`src/rtl/patch_fetch_pkg.sv`:
```
// Shared types and helpers for the patch fetch engine.
package patch_fetch_pkg;

   typedef enum logic [1:0] {IDLE, ISSUE, DRAIN} state_e;

   function automatic int unsigned ceil_div(input int unsigned a, input int unsigned b);
      return (a + b - 1) / b;
   endfunction

   // Window element address; wraps modulo 2^addr_w with no range check.
   function automatic int unsigned elem_addr(input int unsigned base, input int unsigned r,
                                             input int unsigned c, input int unsigned img_w,
                                             input int unsigned addr_w);
      int unsigned mask;
      mask = (addr_w >= 32) ? 32'hFFFF_FFFF : ((32'd1 << addr_w) - 32'd1);
      return (base + r * img_w + c) & mask;
   endfunction

endpackage

```
`src/rtl/patch_fetch_engine_rd_tag_pipe.sv`:
```
// Per-lane {valid, element index} delay line matching the RAM read latency.
module rd_tag_pipe #(
   parameter int unsigned MEM_LAT = 1,
   parameter int unsigned N_PORTS = 2,
   parameter int unsigned IDX_W   = 4
) (
   input  logic                            clk_i,
   input  logic                            rst_ni,
   input  logic [N_PORTS-1:0]              vld_i,
   input  logic [N_PORTS-1:0][IDX_W-1:0]   idx_i,
   output logic [N_PORTS-1:0]              vld_o,
   output logic [N_PORTS-1:0][IDX_W-1:0]   idx_o
);

   if (MEM_LAT == 0) begin : g_pass
      // Combinational RAM: tag lines up with the issue register directly.
      assign vld_o = vld_i;
      assign idx_o = idx_i;
   end else begin : g_pipe
      logic [MEM_LAT-1:0][N_PORTS-1:0]            vld_q, vld_d;
      logic [MEM_LAT-1:0][N_PORTS-1:0][IDX_W-1:0] idx_q, idx_d;

      // Shift every stage by one.
      always_comb begin
         vld_d    = vld_q;
         idx_d    = idx_q;
         vld_d[0] = vld_i;
         idx_d[0] = idx_i;
         for (int unsigned s = 1; s < MEM_LAT; s++) begin
            vld_d[s] = vld_q[s-1];
            idx_d[s] = idx_q[s-1];
         end
      end

      // Stage registers; clearing them discards anything in flight.
      always_ff @(posedge clk_i or negedge rst_ni) begin
         if (!rst_ni) begin
            vld_q <= '0;
            idx_q <= '0;
         end else begin
            vld_q <= vld_d;
            idx_q <= idx_d;
         end
      end

      assign vld_o = vld_q[MEM_LAT-1];
      assign idx_o = idx_q[MEM_LAT-1];
   end

endmodule

```
`src/rtl/patch_fetch_engine.sv`:
```
// K x K patch fetcher: issues RAM reads for a window and assembles the patch.
module patch_fetch_engine
   import patch_fetch_pkg::*;
#(
   parameter int unsigned DATA_W  = 8,
   parameter int unsigned ADDR_W  = 10,
   parameter int unsigned K       = 3,
   parameter int unsigned IMG_W   = 28,
   parameter int unsigned N_PORTS = 2,
   parameter int unsigned MEM_LAT = 1
) (
   input  logic                      clk,
   input  logic                      rst,
   input  logic                      start,
   input  logic                      slide,
   input  logic [ADDR_W-1:0]         base_addr,
   output logic [N_PORTS-1:0]        rd_en,
   output logic [N_PORTS*ADDR_W-1:0] rd_addr,
   input  logic [N_PORTS*DATA_W-1:0] rd_data,
   output logic [K*K*DATA_W-1:0]     patch,
   output logic                      busy,
   output logic                      done
);

   localparam int unsigned NumElem     = K * K;
   localparam int unsigned IdxW        = $clog2(NumElem);
   localparam int unsigned NumGrpFull  = ceil_div(NumElem, N_PORTS);
   localparam int unsigned NumGrpSlide = ceil_div(K, N_PORTS);
   localparam int unsigned GrpW        = $clog2(NumGrpFull + 1);
   localparam logic [IdxW-1:0] LastIdx = IdxW'(NumElem - 1);

   state_e                           state_q, state_d;
   logic [ADDR_W-1:0]                base_q, base_d;
   logic [IdxW-1:0]                  row_q, row_d, col_q, col_d;
   logic [GrpW-1:0]                  grp_q, grp_d, grp_last_q, grp_last_d;
   logic                             valid_q, valid_d;
   logic                             done_q, done_d;
   logic [N_PORTS-1:0]               rd_en_q, rd_en_d;
   logic [N_PORTS-1:0][ADDR_W-1:0]   rd_addr_q, rd_addr_d;
   logic [N_PORTS-1:0][IdxW-1:0]     tag_idx_q, tag_idx_d;
   logic [NumElem-1:0][DATA_W-1:0]   patch_q, patch_d;

   logic [N_PORTS-1:0]               ret_vld;
   logic [N_PORTS-1:0][IdxW-1:0]     ret_idx;
   logic                             accept;
   logic                             slide_eff;
   logic                             last_retire;

   assign accept    = (state_q == IDLE) && start;
   // A slide without a held patch degrades to a full load.
   assign slide_eff = slide && valid_q;

   rd_tag_pipe #(
      .MEM_LAT (MEM_LAT),
      .N_PORTS (N_PORTS),
      .IDX_W   (IdxW)
   ) u_tag_pipe (
      .clk_i  (clk),
      .rst_ni (rst),
      .vld_i  (rd_en_q),
      .idx_i  (tag_idx_q),
      .vld_o  (ret_vld),
      .idx_o  (ret_idx)
   );

   // The last list element is always K*K-1, so its retirement ends the drain.
   always_comb begin
      last_retire = 1'b0;
      for (int unsigned j = 0; j < N_PORTS; j++) begin
         if (ret_vld[j] && (ret_idx[j] == LastIdx)) last_retire = 1'b1;
      end
   end

   // FSM next state and read-group generation.
   always_comb begin
      int unsigned r;
      int unsigned c;
      state_d    = state_q;
      base_d     = base_q;
      row_d      = row_q;
      col_d      = col_q;
      grp_d      = grp_q;
      grp_last_d = grp_last_q;
      valid_d    = valid_q;
      done_d     = 1'b0;
      rd_en_d    = '0;
      rd_addr_d  = '0;
      tag_idx_d  = '0;
      r          = 32'(row_q);
      c          = 32'(col_q);
      unique case (state_q)
         IDLE: begin
            if (start) begin
               state_d = ISSUE;
               base_d  = base_addr;
               grp_d   = '0;
               col_d   = '0;
               if (slide_eff) begin
                  row_d      = IdxW'(K - 1);
                  grp_last_d = GrpW'(NumGrpSlide - 1);
               end else begin
                  row_d      = '0;
                  grp_last_d = GrpW'(NumGrpFull - 1);
               end
            end
         end
         ISSUE: begin
            // Lanes walk the list in order; lanes past the end stay idle with addr 0.
            for (int unsigned j = 0; j < N_PORTS; j++) begin
               if (r < K) begin
                  rd_en_d[j]   = 1'b1;
                  rd_addr_d[j] = ADDR_W'(elem_addr(32'(base_q), r, c, IMG_W, ADDR_W));
                  tag_idx_d[j] = IdxW'(r * K + c);
                  if (c == K - 1) begin
                     c = 0;
                     r = r + 1;
                  end else begin
                     c = c + 1;
                  end
               end
            end
            row_d = IdxW'(r);
            col_d = IdxW'(c);
            grp_d = grp_q + 1'b1;
            if (grp_q == grp_last_q) state_d = DRAIN;
         end
         DRAIN: begin
            if (last_retire) begin
               state_d = IDLE;
               done_d  = 1'b1;
               valid_d = 1'b1;
            end
         end
         default: state_d = IDLE;
      endcase
   end

   // Patch update: row shift on a slide accept, then returned-data capture.
   always_comb begin
      patch_d = patch_q;
      if (accept && slide_eff) begin
         for (int unsigned i = 0; i < NumElem - K; i++) patch_d[i] = patch_q[i + K];
      end
      for (int unsigned j = 0; j < N_PORTS; j++) begin
         if (ret_vld[j]) patch_d[ret_idx[j]] = rd_data[j*DATA_W +: DATA_W];
      end
   end

   // State and output registers.
   always_ff @(posedge clk or negedge rst) begin
      if (!rst) begin
         state_q    <= IDLE;
         base_q     <= '0;
         row_q      <= '0;
         col_q      <= '0;
         grp_q      <= '0;
         grp_last_q <= '0;
         valid_q    <= 1'b0;
         done_q     <= 1'b0;
         rd_en_q    <= '0;
         rd_addr_q  <= '0;
         tag_idx_q  <= '0;
         patch_q    <= '0;
      end else begin
         state_q    <= state_d;
         base_q     <= base_d;
         row_q      <= row_d;
         col_q      <= col_d;
         grp_q      <= grp_d;
         grp_last_q <= grp_last_d;
         valid_q    <= valid_d;
         done_q     <= done_d;
         rd_en_q    <= rd_en_d;
         rd_addr_q  <= rd_addr_d;
         tag_idx_q  <= tag_idx_d;
         patch_q    <= patch_d;
      end
   end

   assign rd_en   = rd_en_q;
   assign rd_addr = rd_addr_q;
   assign patch   = patch_q;
   assign busy    = (state_q != IDLE);
   assign done    = done_q;

endmodule

```
`config.mk`:
```
export PLATFORM = sky130hd
export DESIGN_NAME = patch_fetch_engine
export DESIGN_NICKNAME = d
export VERILOG_FILES = /design/src/rtl/patch_fetch_pkg.sv /design/src/rtl/patch_fetch_engine_rd_tag_pipe.sv /design/src/rtl/patch_fetch_engine.sv
export SDC_FILE = /design/constraint.sdc
export NUM_CORES = 1
export LEC_CHECK = 0
export CAP_MARGIN = 40
export CORE_MARGIN = 2
export CORE_UTILIZATION = 59
export CTS_BUF_LIST = sky130_fd_sc_hd__clkbuf_16
export DETAILED_ROUTE_END_ITERATION = 10
export GPL_ROUTABILITY_DRIVEN = 1
export GPL_TIMING_DRIVEN = 0
export PLACE_DENSITY = 0.86
export SLEW_MARGIN = 20
export SYNTH_ARGS = -nofsm -noshare
export SYNTH_HDL_FRONTEND = slang
export SYNTH_SLANG_ARGS = --single-unit
```
`constraint.sdc`:
```
create_clock -name clk -period 8.25 [get_ports clk]
set_input_delay 1.2375 -clock clk [delete_from_list [all_inputs] [get_ports clk]]
set_output_delay 1.2375 -clock clk [all_outputs]
set_load 0.02 [all_outputs]
```
==> results.sh, run 1 <==
export IMPL_grt_max_degree=83
export IMPL_synth_top_family_by_area="multiplexers"
export IMPL_crit_slowest_cell="dfrtp_1"
export IMPL_grt_pass1_wl_um=35600
export IMPL_vdd_ir_drop_max_uv=365
export IMPL_max_stage_delay_ns=0.65
export IMPL_yosysTopAreaCellShare_pct=42.1
export IMPL_wl_per_cell_um=19.6
export IMPL_synth_edf_count=0
export IMPL_grt_util_met2_pct=51.2
export IMPL_use_met1_pct=40.8
export IMPL_layout_drive_gt1_share_pct=10.1
export IMPL_power_density_nw_per_um2=508
export IMPL_layout_min_cycle_time_ns=5.30
export IMPL_critical_path_required_ns=8.54
export IMPL_synthXorXnorAreaFrac_pct=3.92
export IMPL_cts_root_buf="clkbuf_16"
export IMPL_synth_top_area_cell="dfrtp_1"
export IMPL_yosys_warnings=0
export IMPL_crit_chain="inv_1, ha_1, a21bo_1, buf_2, nor2_2, nand2_1, o21ai_1, xnor2_1, ha_1, or2_2, fa_1, a21o_1, a21oi_1, a31oi_1, ha_1, ha_1, inv_1, o21bai_1, o41ai_1, xnor2_1, nor2_1"
export IMPL_slew_headroom_pct=52.2
export IMPL_rows=43
export IMPL_track_usage_pct=31.3
export IMPL_syn_to_final_growth_pct=24.3
export IMPL_final_cell_mix="dfrtp_1, clkdlybuf4s50_1, nor2_1"
export IMPL_cp_num_buf_inv=3
export IMPL_drtAntennaViolNets=0
export IMPL_die_w_um=122
export IMPL_wl_um=22400
export IMPL_clk_latency_ns=0.42
export IMPL_status="complete, no violations"
export IMPL_path_common_cell="ha_1"
export IMPL_dieArea_sq_um=15000
export IMPL_grt_setup_unrepaired="false"
export IMPL_setup_tns_ns=0
export IMPL_drv_cap=0
export IMPL_muxShareOfSynthArea_pct=14.3
export IMPL_syn_avg_cell_area_sq_um=10.1
export IMPL_htreeDepth=4
export IMPL_hpwl_um=15600
export IMPL_post_cts_setup_buffer_count=0
export IMPL_boundaryPins=126
export IMPL_clock_path_buffers=2
export IMPL_clk_pin_slew_ns=0.06
export IMPL_yosysSeqAreaShare_pct=42.1
export IMPL_slew_viol_final=0
export IMPL_synth_area_top_cells="dfrtp_1, mux2i_1, ha_1"
export IMPL_antenna_found_initial=0
export IMPL_synth_distinct_cells=54
export IMPL_overflow=0
export IMPL_async_flop_share_pct=100
export IMPL_synth_ff_type="dfrtp_1"
export IMPL_vias_per_cell=6.01
export IMPL_portBuffers=109
export IMPL_finClkSkew_ns=0.00691
export IMPL_cts_tree="done"
export IMPL_crit_fanout=10
export IMPL_timing_hold_ws_ns=0.346
export IMPL_crit_path_start_kind="flip-flop"
export IMPL_max_freq_ghz=0.189
export IMPL_synth_simple_area_share_pct=13.1
export IMPL_cp_arrival_ns=5.59
export IMPL_path_class="reg -> reg"
export IMPL_drc=0
export IMPL_routabilityCongestion=0.887
export IMPL_die_y_um=122
export IMPL_grt_busiest_layer="met2"
export IMPL_p_leak_nw=4.63
export IMPL_synth_area_sq_um=8260
export IMPL_nets=1053
export IMPL_power_total_mw=5.22
export IMPL_worst_pin_slew_ns=0.717
export IMPL_core_area_sq_um=13800
export IMPL_setup_viol=0
export IMPL_hold_buffers=0
export IMPL_n_antenna_cell=0
export IMPL_via_count=6877
export IMPL_cts_resized=0
export IMPL_first_global_vias=6798
export IMPL_syn_nets=921
export IMPL_initial_core_util_pct=60.0
export IMPL_drt_iter0_drc=831
export IMPL_drtPass1Iterations=5
export IMPL_crit_path_end_kind="flip-flop"
export IMPL_tritoncts_num_buffers=17
export IMPL_holdCritPathClass="reg -> reg"
export IMPL_synth_compound_area_share_pct=10.7
export IMPL_cts_num_sinks=139
export IMPL_synthCells=819
export IMPL_met3_usage_pct=5.11
export IMPL_synth_seq_cells=139
export IMPL_synth_fa_ha_area_share_pct=12.4
export IMPL_final_common_cell="dfrtp_1"
export IMPL_hold_viol=0
export IMPL_finalCritPeriodShare_pct=64.2
export IMPL_path_delay_family="adder cells"
export IMPL_final_fill_count=965
[where the power goes]
part	total, mW	leakage (nW)	internal [mW]	switching, mW
Sequential	1.30	1.71	1.02	0.284
Clock	0.836	0.307	0.536	0.300
Combinational	3.09	2.61	1.40	1.69
Total	5.22	4.63	2.95	2.27
[metal layers]
metal,share of wire (%),wire [um]
met2,49,10900
met3,7.0,1570
met4,3.6,815
met1,41,9160
met5,0,0
[path summary, 6_finish.rpt]
path	startpoint	endpoint	slack [ns]	cells past startpoint
worst max-delay path	row_q[2]$_DFFE_PN0P_	rd_addr[19]$_DFF_PN0_	2.95	21
min in group asynchronous	rst	base_q[8]$_DFFE_PN0P_	0.73	1
worst min-delay path	tag_idx_q[5]$_DFF_PN0_	u_tag_pipe.idx_o[5]$_DFF_PN0_	0.35	0
max in group asynchronous	rst	patch[31]$_DFF_PN0_	6.76	2
worst max register to register	row_q[2]$_DFFE_PN0P_	rd_addr[19]$_DFF_PN0_	2.95	21
worst min register to register	tag_idx_q[5]$_DFF_PN0_	u_tag_pipe.idx_o[5]$_DFF_PN0_	0.35	0
[stage by stage]
stage / area [sq um] / util (%) / cells / worst slack, ns
finish: 10300 / 74.6 / 1144 / 2.95
floorplan: 8260 / - / 819 / 3.77
global placement: 9580 / 69.6 / 1108 / 0.514
detailed placement: 9620 / 69.9 / 1111 / 3.13
global route: 10300 / 74.6 / 1144 / 2.66
CTS: 10300 / 74.5 / 1143 / 3.00
[cells in the mapped netlist (3+ instances only)]
| cell | instances |
|---|---|
| dfrtp_1 | 139 |
| nor2_1 | 81 |
| mux2i_1 | 73 |
| nand2_1 | 71 |
| a21oi_1 | 61 |
| ha_1 | 56 |
| o21ai_0 | 55 |
| mux2_2 | 40 |
| inv_1 | 28 |
| clkbuf_1 | 26 |
| xnor2_1 | 21 |
| fa_1 | 16 |
| xor2_1 | 16 |
| nand3_1 | 15 |
| and3_1 | 11 |
| nor2b_1 | 9 |
| nor3_1 | 9 |
| a21o_1 | 8 |
| buf_1 | 7 |
| buf_2 | 7 |
| o21ai_1 | 7 |
| or3_1 | 6 |
| nand2b_1 | 5 |
| nor3b_1 | 5 |
| or2_2 | 5 |
| nand3b_1 | 3 |
| o21bai_1 | 3 |
| o41ai_1 | 3 |
[state kept, by name, indices dropped and copies added, names as in the netlist]
signal	count
u_tag_pipe.idx_o	8
tag_idx_q	8
done	1
rd_en	2
rd_addr	20
state_q	2
grp_q	3
base_q	10
grp_last_q	2
patch	72
u_tag_pipe.vld_o	2
row_q	4
col_q	4
valid_q	1
[area by class of cell]
cell class / instances / area (sq um) / area share [%]
clock inverter: 15 / 219 / 2.13
multi-input combinational: 608 / 4500 / 43.8
sequential: 139 / 3480 / 33.9
clock buffer: 17 / 425 / 4.14
tap: 180 / 225 / 2.19
buffer: 43 / 180 / 1.75
timing repair buffer: 113 / 1140 / 11.1
inverter: 29 / 109 / 1.06
[kinds of logic (layout without fill, tap and decap cells)]
kind of cell,count (synthesis),after routing
buffers and inverters,72,217
adders and majority gates,72,72
AOI/OAI and AO/OA,154,154
muxes,113,113
xor gates and xnor gates,37,37
DFF,139,139
and+or+nand+nor,232,232
Note: power is estimated with default switching activity, not from simulation.
==> inputs of run 2 (changes only) <==
- CORE_UTILIZATION: 59 -> 55
- PLACE_DENSITY: 0.86 -> 0.81
- clock period: 8.25 -> 5.25 ns (I/O delays scaled with it)
==> run 2 against run 1 <==
Net effect:
- die area rose by 7.0%
- combinational power rose by 55%
- non-clock buffer count did not move
- count of clock-buffer cells in the layout did not move
- first-iteration DRC count fell by 16%
- cell count rose by 0.26%
- clock power rose by 39%
- flip-flop and latch count did not move
- fmax rose by 7.3%
- critical endpoint unchanged
==> results.sh, run 2 (synthesized netlist as in run 1, its figures left out) <==
export IMPL_drtPass1Iterations=5
export IMPL_routabilityCongestion=0.889
export IMPL_final_common_cell="dfrtp_1"
export IMPL_drt_iter0_drc=699
export IMPL_rows=44
export IMPL_die_w_um=127
export IMPL_syn_to_final_growth_pct=23.6
export IMPL_max_freq_ghz=0.203
export IMPL_core_area_sq_um=14600
export IMPL_slew_headroom_pct=50.5
export IMPL_grt_pass1_wl_um=34400
export IMPL_portBuffers=109
export IMPL_holdCritPathClass="in -> async"
export IMPL_htreeDepth=4
export IMPL_largest_register_ffs=72
export IMPL_die_y_um=127
export IMPL_critical_path_required_ns=5.55
export IMPL_crit_path_start_kind="flip-flop"
export IMPL_path_common_cell="ha_1"
export IMPL_cp_arrival_ns=5.24
export IMPL_crit_chain="inv_1, ha_1, a21bo_1, buf_2, nor2_4, nand2_1, xnor2_1, xor2_1, ha_1, fa_1, a21o_1, a21oi_1, a31oi_1, ha_1, ha_1, o41ai_1, xnor2_1, nor2_1"
export IMPL_slew_viol_final=0
export IMPL_path_class="reg -> reg"
export IMPL_p_int_mw=4.52
export IMPL_wl_um=21700
export IMPL_max_stage_delay_ns=0.51
export IMPL_track_usage_pct=27.4
export IMPL_r2r_setup_slack_ns=0.31
export IMPL_pwr_share_comb_pct=59.9
export IMPL_n_antenna_cell=0
export IMPL_cts_tree="done"
export IMPL_setup_tns_ns=0
export IMPL_crit_path_end_kind="flip-flop"
export IMPL_finClkSkew_ns=0.00575
export IMPL_layout_min_cycle_time_ns=4.94
export IMPL_drv_cap=0
export IMPL_first_global_vias=6569
export IMPL_power_total_mw=7.98
export IMPL_seqPwrFrac_pct=25.5
export IMPL_path_delay_family="adder cells"
export IMPL_p_leak_nw=4.61
export IMPL_vdd_ir_drop_max_uv=505
export IMPL_p_switching_mw=3.46
export IMPL_cp_num_buf_inv=2
export IMPL_crit_slowest_cell="dfrtp_2"
export IMPL_p_clk_share_pct=14.6
export IMPL_via_count=6688
export IMPL_cts_root_buf="clkbuf_16"
export IMPL_nets=1053
export IMPL_grt_setup_unrepaired="false"
export IMPL_drc=0
export IMPL_overflow=0
export IMPL_vias_per_cell=5.83
export IMPL_cts_resized=0
export IMPL_crit_fanout=10
export IMPL_wl_per_cell_um=18.9
export IMPL_timing_hold_ws_ns=0.280
export IMPL_boundaryPins=126
export IMPL_status="complete, no violations"
export IMPL_cts_num_sinks=139
export IMPL_hpwl_um=15500
export IMPL_layout_drive_gt1_share_pct=9.76
export IMPL_dieArea_sq_um=16000
export IMPL_grt_max_degree=81
export IMPL_antenna_found_initial=0
export IMPL_setup_viol=0
export IMPL_clock_path_buffers=2
export IMPL_dpl_worst_slack_ns=0.0972
export IMPL_post_cts_setup_buffer_count=0
export IMPL_drtAntennaViolNets=0
export IMPL_worst_pin_slew_ns=0.742
export IMPL_layoutNonFillerInstCount=1147
export IMPL_hold_viol=0
export IMPL_final_cell_mix="dfrtp_1, clkdlybuf4s50_1, nor2_1"
export IMPL_clk_latency_ns=0.43
export IMPL_switching_share_pct=43.3
export IMPL_worst_slack_ns=0.313
export IMPL_power_density_nw_per_um2=781
export IMPL_hold_buffers=0
export IMPL_clk_pin_slew_ns=0.06
export IMPL_finalCritPeriodShare_pct=94.0
export IMPL_initial_core_util_pct=56.6
export IMPL_dp_cells=1116
export IMPL_tritoncts_num_buffers=17
run 2: changes by cell type in the layout (fill, tap and decap cells not counted), sizes merged:
cell and delta:
bufinv -2, clkinv +4, clkinvlp -2, inv -1
run 2: power groups by stage:
stage | combinational (mW) | sequential (mW) | clock, mW
6_report | 4.78 | 2.04 | 1.16
4_1_cts | 4.75 | 2.03 | 1.17
2_1_floorplan | 2.83 | 2.35 | 0
5_1_grt | 5.25 | 2.10 | 1.22
3_3_place_gp | 4.58 | 2.03 | 0
3_5_place_dp | 4.68 | 2.04 | 0
run 2: area by class of cell:
class / instances / area (sq um)
fill: 1053 / 4380
timing repair buffer: 113 / 1140
clock inverter: 14 / 139
sequential: 139 / 3480
multi-input combinational: 608 / 4510
inverter: 29 / 109
tap: 184 / 230
clock buffer: 17 / 425
buffer: 43 / 180
run 2: final timing paths:
| kind | endpoint | startpoint | cells past startpoint |
|---|---|---|---|
| max in group asynchronous | patch[1]$_DFF_PN0_ | rst | 2 |
| hold reg to reg | u_tag_pipe.idx_o[3]$_DFF_PN0_ | tag_idx_q[3]$_DFF_PN0_ | 0 |
| setup reg to reg | rd_addr[19]$_DFF_PN0_ | row_q[2]$_DFFE_PN0P_ | 18 |
| min in group clk | u_tag_pipe.idx_o[3]$_DFF_PN0_ | tag_idx_q[3]$_DFF_PN0_ | 0 |
| hold / removal | base_q[3]$_DFFE_PN0P_ | rst | 1 |
| setup / recovery | rd_addr[19]$_DFF_PN0_ | row_q[2]$_DFFE_PN0P_ | 18 |
run 2: per-layer routing:
metal,track usage (%),up-vias,share of wire (%)
met5,0,-,0
met3,4.77,55,6.6
met2,44.6,288,49
met4,12.3,0,3.0
met1,36.3,3243,42
li1,-,3102,-
run 2: per-stage QoR:
stage	area (sq um)	utilization [%]
after CTS	10200	69.9
after floorplan	8260	-
after global routing	10200	70.0
final	10200	70.0
after global placement	9590	65.7
after detailed placement	9640	66.0
